[config.mk]
export PLATFORM = sky130hd
export DESIGN_NAME = mem_port_arbiter
export DESIGN_NICKNAME = d
export VERILOG_FILES = /design/src/rtl/mem_port_arbiter.sv
export SDC_FILE = /design/constraint.sdc
export NUM_CORES = 1
export LEC_CHECK = 0
export CORE_AREA = 2 2 64 90
export CTS_CLUSTER_SIZE = 30
export DETAILED_ROUTE_END_ITERATION = 12
export DIE_AREA = 0 0 66 92
export MAX_ROUTING_LAYER = met4
export PLACE_DENSITY = 0.86
export SETUP_SLACK_MARGIN = 0.05
export SYNTH_ARGS = -nofsm -noshare
export SYNTH_HDL_FRONTEND = slang
export SYNTH_SLANG_ARGS = --single-unit
export TNS_END_PERCENT = 5
[constraint.sdc]
create_clock -name clk -period 4.4 [get_ports clk]
set_input_delay 0.44 -clock clk [delete_from_list [all_inputs] [get_ports clk]]
set_output_delay 0.44 -clock clk [all_outputs]
set_load 0.01 [all_outputs]
[src/rtl/mem_port_arbiter.sv]
// mem_port_arbiter: shares one combinational read port and one write port between fetch (I) and load/store (D).
// D wins read contention until I has been denied STARVE_LIMIT times in a row.
`ifndef ADDR_WIDTH
`define ADDR_WIDTH 10
`endif
`ifndef DATA_WIDTH
`define DATA_WIDTH 16
`endif
module mem_port_arbiter #(
  parameter int ADDR_W       = `ADDR_WIDTH,
  parameter int DATA_W       = `DATA_WIDTH,
  parameter int STARVE_LIMIT = 3
) (
  input  logic              clk,
  input  logic              reset,
  input  logic              i_req,
  input  logic [ADDR_W-1:0] i_addr,
  output logic              i_gnt,
  output logic              i_rvalid,
  output logic [DATA_W-1:0] i_rdata,
  input  logic              d_req,
  input  logic              d_we,
  input  logic [ADDR_W-1:0] d_addr,
  input  logic [DATA_W-1:0] d_wdata,
  output logic              d_gnt,
  output logic              d_rvalid,
  output logic [DATA_W-1:0] d_rdata,
  output logic [3:0]        starve_cnt,
  output logic              mem_write_en,
  output logic [ADDR_W-1:0] mem_read_address,
  output logic [ADDR_W-1:0] mem_write_address,
  output logic [DATA_W-1:0] mem_data_in,
  input  logic [DATA_W-1:0] mem_data_out
);
  logic              w_d_rd;
  logic              w_i_win;
  logic              w_d_rd_gnt;
  logic              r_i_rvalid;
  logic              r_d_rvalid;
  logic [DATA_W-1:0] r_i_rdata;
  logic [DATA_W-1:0] r_d_rdata;
  logic [3:0]        r_starve;
  always_comb begin
    w_d_rd     = d_req & ~d_we;
    w_i_win    = r_starve == 4'(STARVE_LIMIT);
    i_gnt      = i_req & (~w_d_rd | w_i_win);
    d_gnt      = d_req & (d_we | ~i_req | ~w_i_win);
    w_d_rd_gnt = d_gnt & ~d_we;
  end
  assign mem_write_en      = d_req & d_we;
  assign mem_write_address = d_addr;
  assign mem_data_in       = d_wdata;
  assign mem_read_address  = w_d_rd_gnt ? d_addr : i_addr;
  always_ff @(posedge clk or posedge reset) begin
    if (reset) begin
      r_i_rvalid <= 1'b0;
      r_d_rvalid <= 1'b0;
      r_i_rdata  <= '0;
      r_d_rdata  <= '0;
      r_starve   <= '0;
    end else begin
      r_i_rvalid <= i_gnt;
      r_d_rvalid <= w_d_rd_gnt;
      if (i_gnt) r_i_rdata <= mem_data_out;
      if (w_d_rd_gnt) r_d_rdata <= mem_data_out;
      r_starve   <= (i_req & ~i_gnt) ? (w_i_win ? r_starve : r_starve + 4'd1) : 4'd0;
    end
  end
  assign i_rvalid   = r_i_rvalid;
  assign i_rdata    = r_i_rdata;
  assign d_rvalid   = r_d_rvalid;
  assign d_rdata    = r_d_rdata;
  assign starve_cnt = r_starve;
endmodule

==> summary.txt, run 1 <==
Global route
  – Overall track demand over capacity in global routing: 0.1522
  – Pin count of the biggest net entering global routing: 39
  – Number of global-route vias before repair: roughly 1300
  – Antenna violations before repair: 0
  – Overflow left after global routing: 0
  – Wire length of the first global-routing pass: ~6600 um

Die
  – Die Footprint: 6072 sq um
  – Die height: 92 um
  – Horizontal extent of the die: ~66 um
  – Num ports: 134
  – Initial Util: 0.3601
  – Area of the core: between 5000 and 6000 sq um
  – # rows: 32

Routing
  – Number of remaining DRC errors: 0
  – ANT nets after route: 0
  – Number of search-and-repair iterations in the first detailed-routing pass: 3
  – DRT iter0 DRCs: 20
  – Via density per instance: ~4.5
  – Post-detailed-route wirelength per cell: roughly 15 um
  – Number of vias in the routed layout: about 1300
  – Detailed-route wire length: between 4000 and 5000 um

Finish
  – Commonest non-fill, non-tap cell in the layout: sky130_fd_sc_hd__clkdlybuf4s50_1
  – Area grow syn2layout: 52.66%
  – Antenna Diode Count: 0
  – Fraction of layout instances using a drive strength above 1: 0.2723
  – Fillers: 463
  – Most frequent cells in the layout: 101 x sky130_fd_sc_hd__clkdlybuf4s50_1, 38 x sky130_fd_sc_hd__dfrtp_1, 28 x sky130_fd_sc_hd__mux2_4
  – Utilization of the core after routing: 0.5497
  – Total Nets Final: 270

Placed design
  – Number of buffers inserted by port buffering: just over 100
  – Routability congestion estimate from global placement: around 0.73
  – Half-perimeter wire length after placement: 3181 um

STA
  – Min Clock Period, post-route: ~2.9 ns
  – Achievable frequency: 350.1 MHz
  – Number of setup violations in the final report: 0
  – Transition at the pin with the smallest max-transition slack: approximately 0.48 ns
  – Worst slew margin: 0.6802
  – Total count of max-transition violations in the final report: 0
  – Final cycle utilization of the critical path: 0.6491
  – Setup TNS Final: 0 ns
  – Final Hold Viols: 0
  – Final clock skew: 0.004531 ns
  – Setup repair after global routing missed its margin: false

Worst setup path
  – Family with the most delay on the worst path: buffers and inverters
  – Setup slack of the most critical reg-to-reg path: 2.57 ns
  – Max Fanout on Critical Path: 13
  – WP buf/inv: 2
  – Worst path required time: 3.96 ns
  – Data arrival time of the worst path: ~2.4 ns
  – Number of stages on the worst setup path: 6
  – Worst path cell trace: ha_1 -> nor3b_4 -> a21oi_4 -> buf_4 -> mux2_2 -> clkdlybuf4s50_1
  – CP max-delay cell: sky130_fd_sc_hd__clkdlybuf4s50_1
  – Stage delay of the slowest cell on the critical path: around 0.48 ns
  – Sort of element at the start of the critical path: flop
  – Worst Setup End Kind: primary output
  – Reg2reg path depth: 5
  – Class of the most critical setup path: flop to primary output

Logic synthesis
  – Synth warnings: 0
  – Syn avg cell area: approximately 15 sq um
  – Synthesis-stage register bit count: 38
  – Net count after synthesis: approximately 190
  – Cell type contributing the most total cell area after synthesis: sky130_fd_sc_hd__dfrtp_1
  – Yosys cell types: 22
  – Proportion of synthesized chip area in sequential cells: 0.4922
  – Fraction of synthesized cell area taken by the top area cell type: 0.4922
  – Synth top area cells: sky130_fd_sc_hd__dfrtp_1 49%, sky130_fd_sc_hd__mux2_4 22%, sky130_fd_sc_hd__buf_4 10%
  – Cell count after synthesis: 129
  – Cell area after technology mapping: about 1900 sq um

Status
  – Result of the run: completed

Clocking
  – CTS tree: done
  – Sinks on the clock net: 38
  – Post-CTS Hold Fix Bufs: 0
  – Post-CTS setup buffer count: 0
  – Number of cells upsized or downsized after cts: 0
  – H-tree Lvls: 2
  – Bufs on Longest Clock Path: 2
  – CTS Buf Count: 5
  – Master cell of the clock root buffer: sky130_fd_sc_hd__clkbuf_8
  – Clock network latency to the later pin of the worst-skew pair: 0.29 ns
  – CTS clock-pin slew for the worst setup and hold paths: 0.07 ns

Pwr
  – Power after layout: between 1 and 1.5 mW
  – Total power divided by cell area: approximately 360 nW/um^2
  – Worst voltage drop across the vdd grid: around 180 uV
  – Leakage Power: roughly 1.3 nW

Hold path
  – Class of the tightest hold or removal check: flop to flop
  – Hold-critical path depth: 1

Job
  – Max-capacitance violation count: 0
[state kept, by name, summed over array words and instances (netlist names)]
signal	cells
starve_cnt	4
d_rvalid	1
i_rvalid	1
d_rdata	16
i_rdata	16
[logic make-up (layout without fill, tap and decap cells)]
logic type	Yosys count	after routing	share of synthesized area
mux	42	42	0.2992
fa+ha+maj	1	1	0.006476
xor+xnor	2	2	0.009069
flops	38	38	0.4922
buf+inv	31	115	0.1315
simple gates	12	12	0.04081
compound gates	3	3	0.02073
[worst paths after layout]
kind | start | to
max in group asynchronous | reset | d_rdata[11]$_DFFE_PP0P_
min in group asynchronous | reset | d_rdata[0]$_DFFE_PP0P_
min | starve_cnt[0]$_DFFE_PP0P_ | starve_cnt[0]$_DFFE_PP0P_
max | starve_cnt[0]$_DFFE_PP0P_ | mem_read_address[9]
max reg2reg | starve_cnt[0]$_DFFE_PP0P_ | i_rdata[10]$_DFFE_PP0P_
min reg2reg | starve_cnt[0]$_DFFE_PP0P_ | starve_cnt[0]$_DFFE_PP0P_
[metal layers]
layer | vias to the layer above | part of all wire | global-route usage | wire length, um
li1 | 580 | - | - | -
met1 | 620 | 0.36 | 0.1675 | 1548
met2 | 64 | 0.53 | 0.2542 | 2255
met3 | 11 | 0.081 | 0.04540 | 344
met4 | 0 | 0.024 | 0.06122 | 100
met5 | - | 0 | - | 0
[synthesized netlist by cell type (all sizes together)]
library cell	instances
nand3	1
a21oi	1
nor2	3
o21a	1
or3b	1
inv	2
and3	1
nand2	2
dfrtp	38
and3b	1
nor3b	1
buf	29
and2	1
nand2b	1
ha	1
xor2	1
mux2	42
o21ai	1
xnor2	1
[stage by stage]
| step | setup slack, ns | area (sq um) | hold WS (ns) | instances |
|---|---|---|---|---|
| after floorplan | 2.301 | 1932 | 0.5064 | 129 |
| after global placement | 1.597 | 2811 | 0.4787 | 273 |
| after detailed placement | 1.543 | 2811 | 0.4803 | 273 |
| after CTS | 1.521 | 2949 | 0.4906 | 281 |
| after global routing | 1.434 | 2949 | 0.5182 | 281 |
| final | 1.544 | 2949 | 0.4875 | 281 |
[report_power, final]
group	internal, mW	leakage, nW	switching [mW]	total (mW)
Combinational	0.189	0.752	0.0919	0.281
Sequential	0.392	0.456	0.0240	0.416
Clock	0.227	0.0683	0.127	0.354
[layout make-up]
cell class                      instances  area (sq um)  area share
Timing Repair Buffer                  105          1041      0.3530
Sequential cell                        38         950.9      0.3224
Multi-Input combinational cell         60         726.9      0.2465
Tap cell                               68         85.08     0.02885
Clock buffer                            5         68.82     0.02333
Clock inverter                          3         68.82     0.02333
Inverter                                2         7.507    0.002546
Note: power is estimated with default switching activity, not from simulation.
==> run 2: changes to the inputs <==
--- a/config.mk
+++ b/config.mk
@@ -5,12 +5,12 @@
 export SDC_FILE = /design/constraint.sdc
 export NUM_CORES = 1
 export LEC_CHECK = 0
-export CORE_AREA = 2 2 64 90
+export CORE_AREA = 2 2 69 97
 export CTS_CLUSTER_SIZE = 30
 export DETAILED_ROUTE_END_ITERATION = 12
-export DIE_AREA = 0 0 66 92
+export DIE_AREA = 0 0 71 99
 export MAX_ROUTING_LAYER = met4
-export PLACE_DENSITY = 0.86
+export PLACE_DENSITY = 0.79
 export SETUP_SLACK_MARGIN = 0.05
 export SYNTH_ARGS = -nofsm -noshare
 export SYNTH_HDL_FRONTEND = slang
==> constraint.sdc (replaced) <==
create_clock -name clk -period 2.3 [get_ports clk]
set_input_delay 0.23 -clock clk [delete_from_list [all_inputs] [get_ports clk]]
set_output_delay 0.23 -clock clk [all_outputs]
set_load 0.01 [all_outputs]
==> run 2 against run 1 <==
Cell area rose by 3.6%. Final cell count rose by 5.3%. Clock skew rose by 0.0027 ns. Global-route usage fell by 2.4 points. Largest cell class unchanged. Clock power rose by 92%. Critical endpoint is now mem_read_address[1].
==> summary.txt, run 2 (synthesis gave the netlist of run 1 again) <==
Status
  – Result of the run: completed

Worst setup path
  – RR Startpoint: starve_cnt[1]$_DFFE_PP0P_
  – CP max-delay cell: sky130_fd_sc_hd__dfrtp_1
  – Class of the most critical setup path: flop to primary output
  – Sort of element at the start of the critical path: flop
  – CP startpoint: starve_cnt[1]$_DFFE_PP0P_
  – Worst Setup End Kind: primary output
  – Max Fanout on Critical Path: 4 (-9)
  – Stage delay of the slowest cell on the critical path: 0.39 ns (-0.09 ns)
  – Worst path cell trace: ha_2 -> nor3b_4 -> a21oi_4 -> buf_6 -> buf_4 -> mux2_4 -> clkdlybuf4s15_1
  – Worst path required time: 2.07 ns (-1.89 ns)
  – Data arrival time of the worst path: 1.98 ns (-0.44 ns)

STA
  – Total count of max-transition violations in the final report: 0 (unchanged)
  – Setup TNS Final: 0 ns (unchanged)
  – Number of setup violations in the final report: 0 (unchanged)
  – Final setup slack of the worst path: 0.08556 ns (-1.458 ns)
  – Transition at the pin with the smallest max-transition slack: 0.4879 ns (+0.008182 ns)
  – Worst slew margin: 0.6747 (-0.005454)
  – Min Clock Period, post-route: about 2.2 ns
  – Final clock skew: 0.007274 ns (+0.002744 ns)
  – Final cycle utilization of the critical path: 0.9628
  – Setup repair after global routing missed its margin: true
  – Achievable frequency: between 400 and 500 MHz
  – Final Hold Viols: 0 (unchanged)

Clocking
  – H-tree Lvls: 2 (unchanged)
  – Master cell of the clock root buffer: sky130_fd_sc_hd__clkbuf_8
  – Sinks on the clock net: 38 (unchanged)
  – CTS Buf Count: 5 (unchanged)
  – Bufs on Longest Clock Path: 2 (unchanged)
  – Clock network latency to the later pin of the worst-skew pair: 0.28 ns (about the same)
  – Post-CTS Hold Fix Bufs: 0 (unchanged)
  – CTS tree: done
  – CTS clock-pin slew for the worst setup and hold paths: 0.08 ns (about the same)

Die
  – Horizontal extent of the die: 71 um (+7.6%)
  – Area of the core: 6168 sq um (+15%)
  – Num ports: 134 (unchanged)
  – Die height: 99 um (+7.6%)
  – Initial Util: 0.3132 (-0.04689)
  – # rows: 34 (+6.3%)
  – Die Footprint: 7029 sq um (+16%)

Hold path
  – Class of the tightest hold or removal check: input pin to asynchronous set/reset pin

Routing
  – Detailed-route wire length: 4253 um (+0.12%)
  – ANT nets after route: 0 (unchanged)
  – Post-detailed-route wirelength per cell: 14.37 um (-5.0%)
  – Via density per instance: 4.382 (-3.4%)
  – Number of search-and-repair iterations in the first detailed-routing pass: 3 (unchanged)
  – Number of remaining DRC errors: 0 (unchanged)
  – DRT iter0 DRCs: 31 (+55%)
  – Number of vias in the routed layout: 1297 (+1.7%)

Global route
  – Number of global-route vias before repair: 1410 (+8.8%)
  – Antenna violations before repair: 0 (unchanged)
  – Pin count of the biggest net entering global routing: 39 (unchanged)
  – Overflow left after global routing: 0 (unchanged)
  – Wire length of the first global-routing pass: 6844 um (+3.1%)
  – Overall track demand over capacity in global routing: 0.1282 (-0.02399)

Placed design
  – Number of buffers inserted by port buffering: 101 (unchanged)
  – Dpl ws: 0.03655 ns (-1.507 ns)
  – Routability congestion estimate from global placement: 0.7215 (-0.74%)
  – Half-perimeter wire length after placement: 3203 um (+0.69%)

Pwr
  – Worst voltage drop across the vdd grid: 259.7 uV (+48%)
  – Total power divided by cell area: 660.1 nW/um^2 (+85%)
  – Leakage Power: 1.356 nW (+6.3%)

Finish
  – Area grow syn2layout: 58.16%
  – Commonest non-fill, non-tap cell in the layout: sky130_fd_sc_hd__clkdlybuf4s50_1
  – Fraction of layout instances using a drive strength above 1: 0.3125 (+0.04020)
  – Antenna Diode Count: 0 (unchanged)
  – Total Nets Final: 281 (+4.1%)
  – Most frequent cells in the layout: 90 x sky130_fd_sc_hd__clkdlybuf4s50_1, 38 x sky130_fd_sc_hd__dfrtp_1, 28 x sky130_fd_sc_hd__mux2_4

Job
  – Max-capacitance violation count: 0 (unchanged)
[run 2: power by group]
group          internal [mW]  switching (mW)  leakage, nW  total, mW
combinational          0.365           0.179        0.832      0.544
sequential             0.749          0.0423        0.456      0.792
clock                  0.435           0.247       0.0683      0.681
[run 2: path summary, 6_finish.rpt]
kind / endpoint / slack [ns] / cells after the start
min in group clk: mem_data_in[14] / 0.46 / 0
hold / removal: starve_cnt[1]$_DFFE_PP0P_ / 0.35 / 3
max in group asynchronous: i_rdata[13]$_DFFE_PP0P_ / 1.59 / 3
setup / recovery: mem_read_address[1] / 0.09 / 7
setup reg to reg: d_rdata[15]$_DFFE_PP0P_ / 0.36 / 7
hold reg to reg: i_rdata[14]$_DFFE_PP0P_ / 0.51 / 1
[run 2: metal layers]
metal / vias up / GRT usage / wire length, um
met1: 627 / 0.1360 / 1566
li1: 602 / - / -
met5: - / - / 0
met2: 55 / 0.2221 / 2278
met4: 0 / 0.06531 / 123
met3: 13 / 0.02658 / 284
[run 2: per-stage QoR]
step | util | hold WS [ns] | instances | power, mW | area, sq um
final | 0.4953 | 0.3532 | 296 | 2.017 | 3055
after global routing | 0.4953 | 0.4323 | 296 | 2.119 | 3055
after CTS | 0.4929 | 0.3674 | 295 | 2.060 | 3040
after detailed placement | 0.4627 | 0.4601 | 282 | 1.356 | 2854
after global placement | 0.4627 | 0.4601 | 282 | 1.346 | 2854
after floorplan | - | 0.3781 | 129 | 1.073 | 1932
[run 2: area by class of cell]
type                            instances  area [sq um]
Fill cell                             558          3113
Timing Repair Buffer                  116          1140
Sequential cell                        38         950.9
Multi-Input combinational cell         60         729.5
Tap cell                               72         90.09
Clock buffer                            5         68.82
Clock inverter                          3         68.82
Inverter                                2         7.507
[run 2: timing repair]
action | CTS | global route
setup endpoints to repair | 12 | 11
gates resized for setup | 14 | 5
pin swaps | 1 | 2
buffers inserted | 5 | 1
[run 2: critical path, delay by kind of cell (launching register included)]
kind	cells	cell delay (ns)
buf+inv	3	0.49
flops	1	0.39
mux	1	0.28
fa+ha+maj	1	0.20
compound gates	1	0.18
simple gates	1	0.16
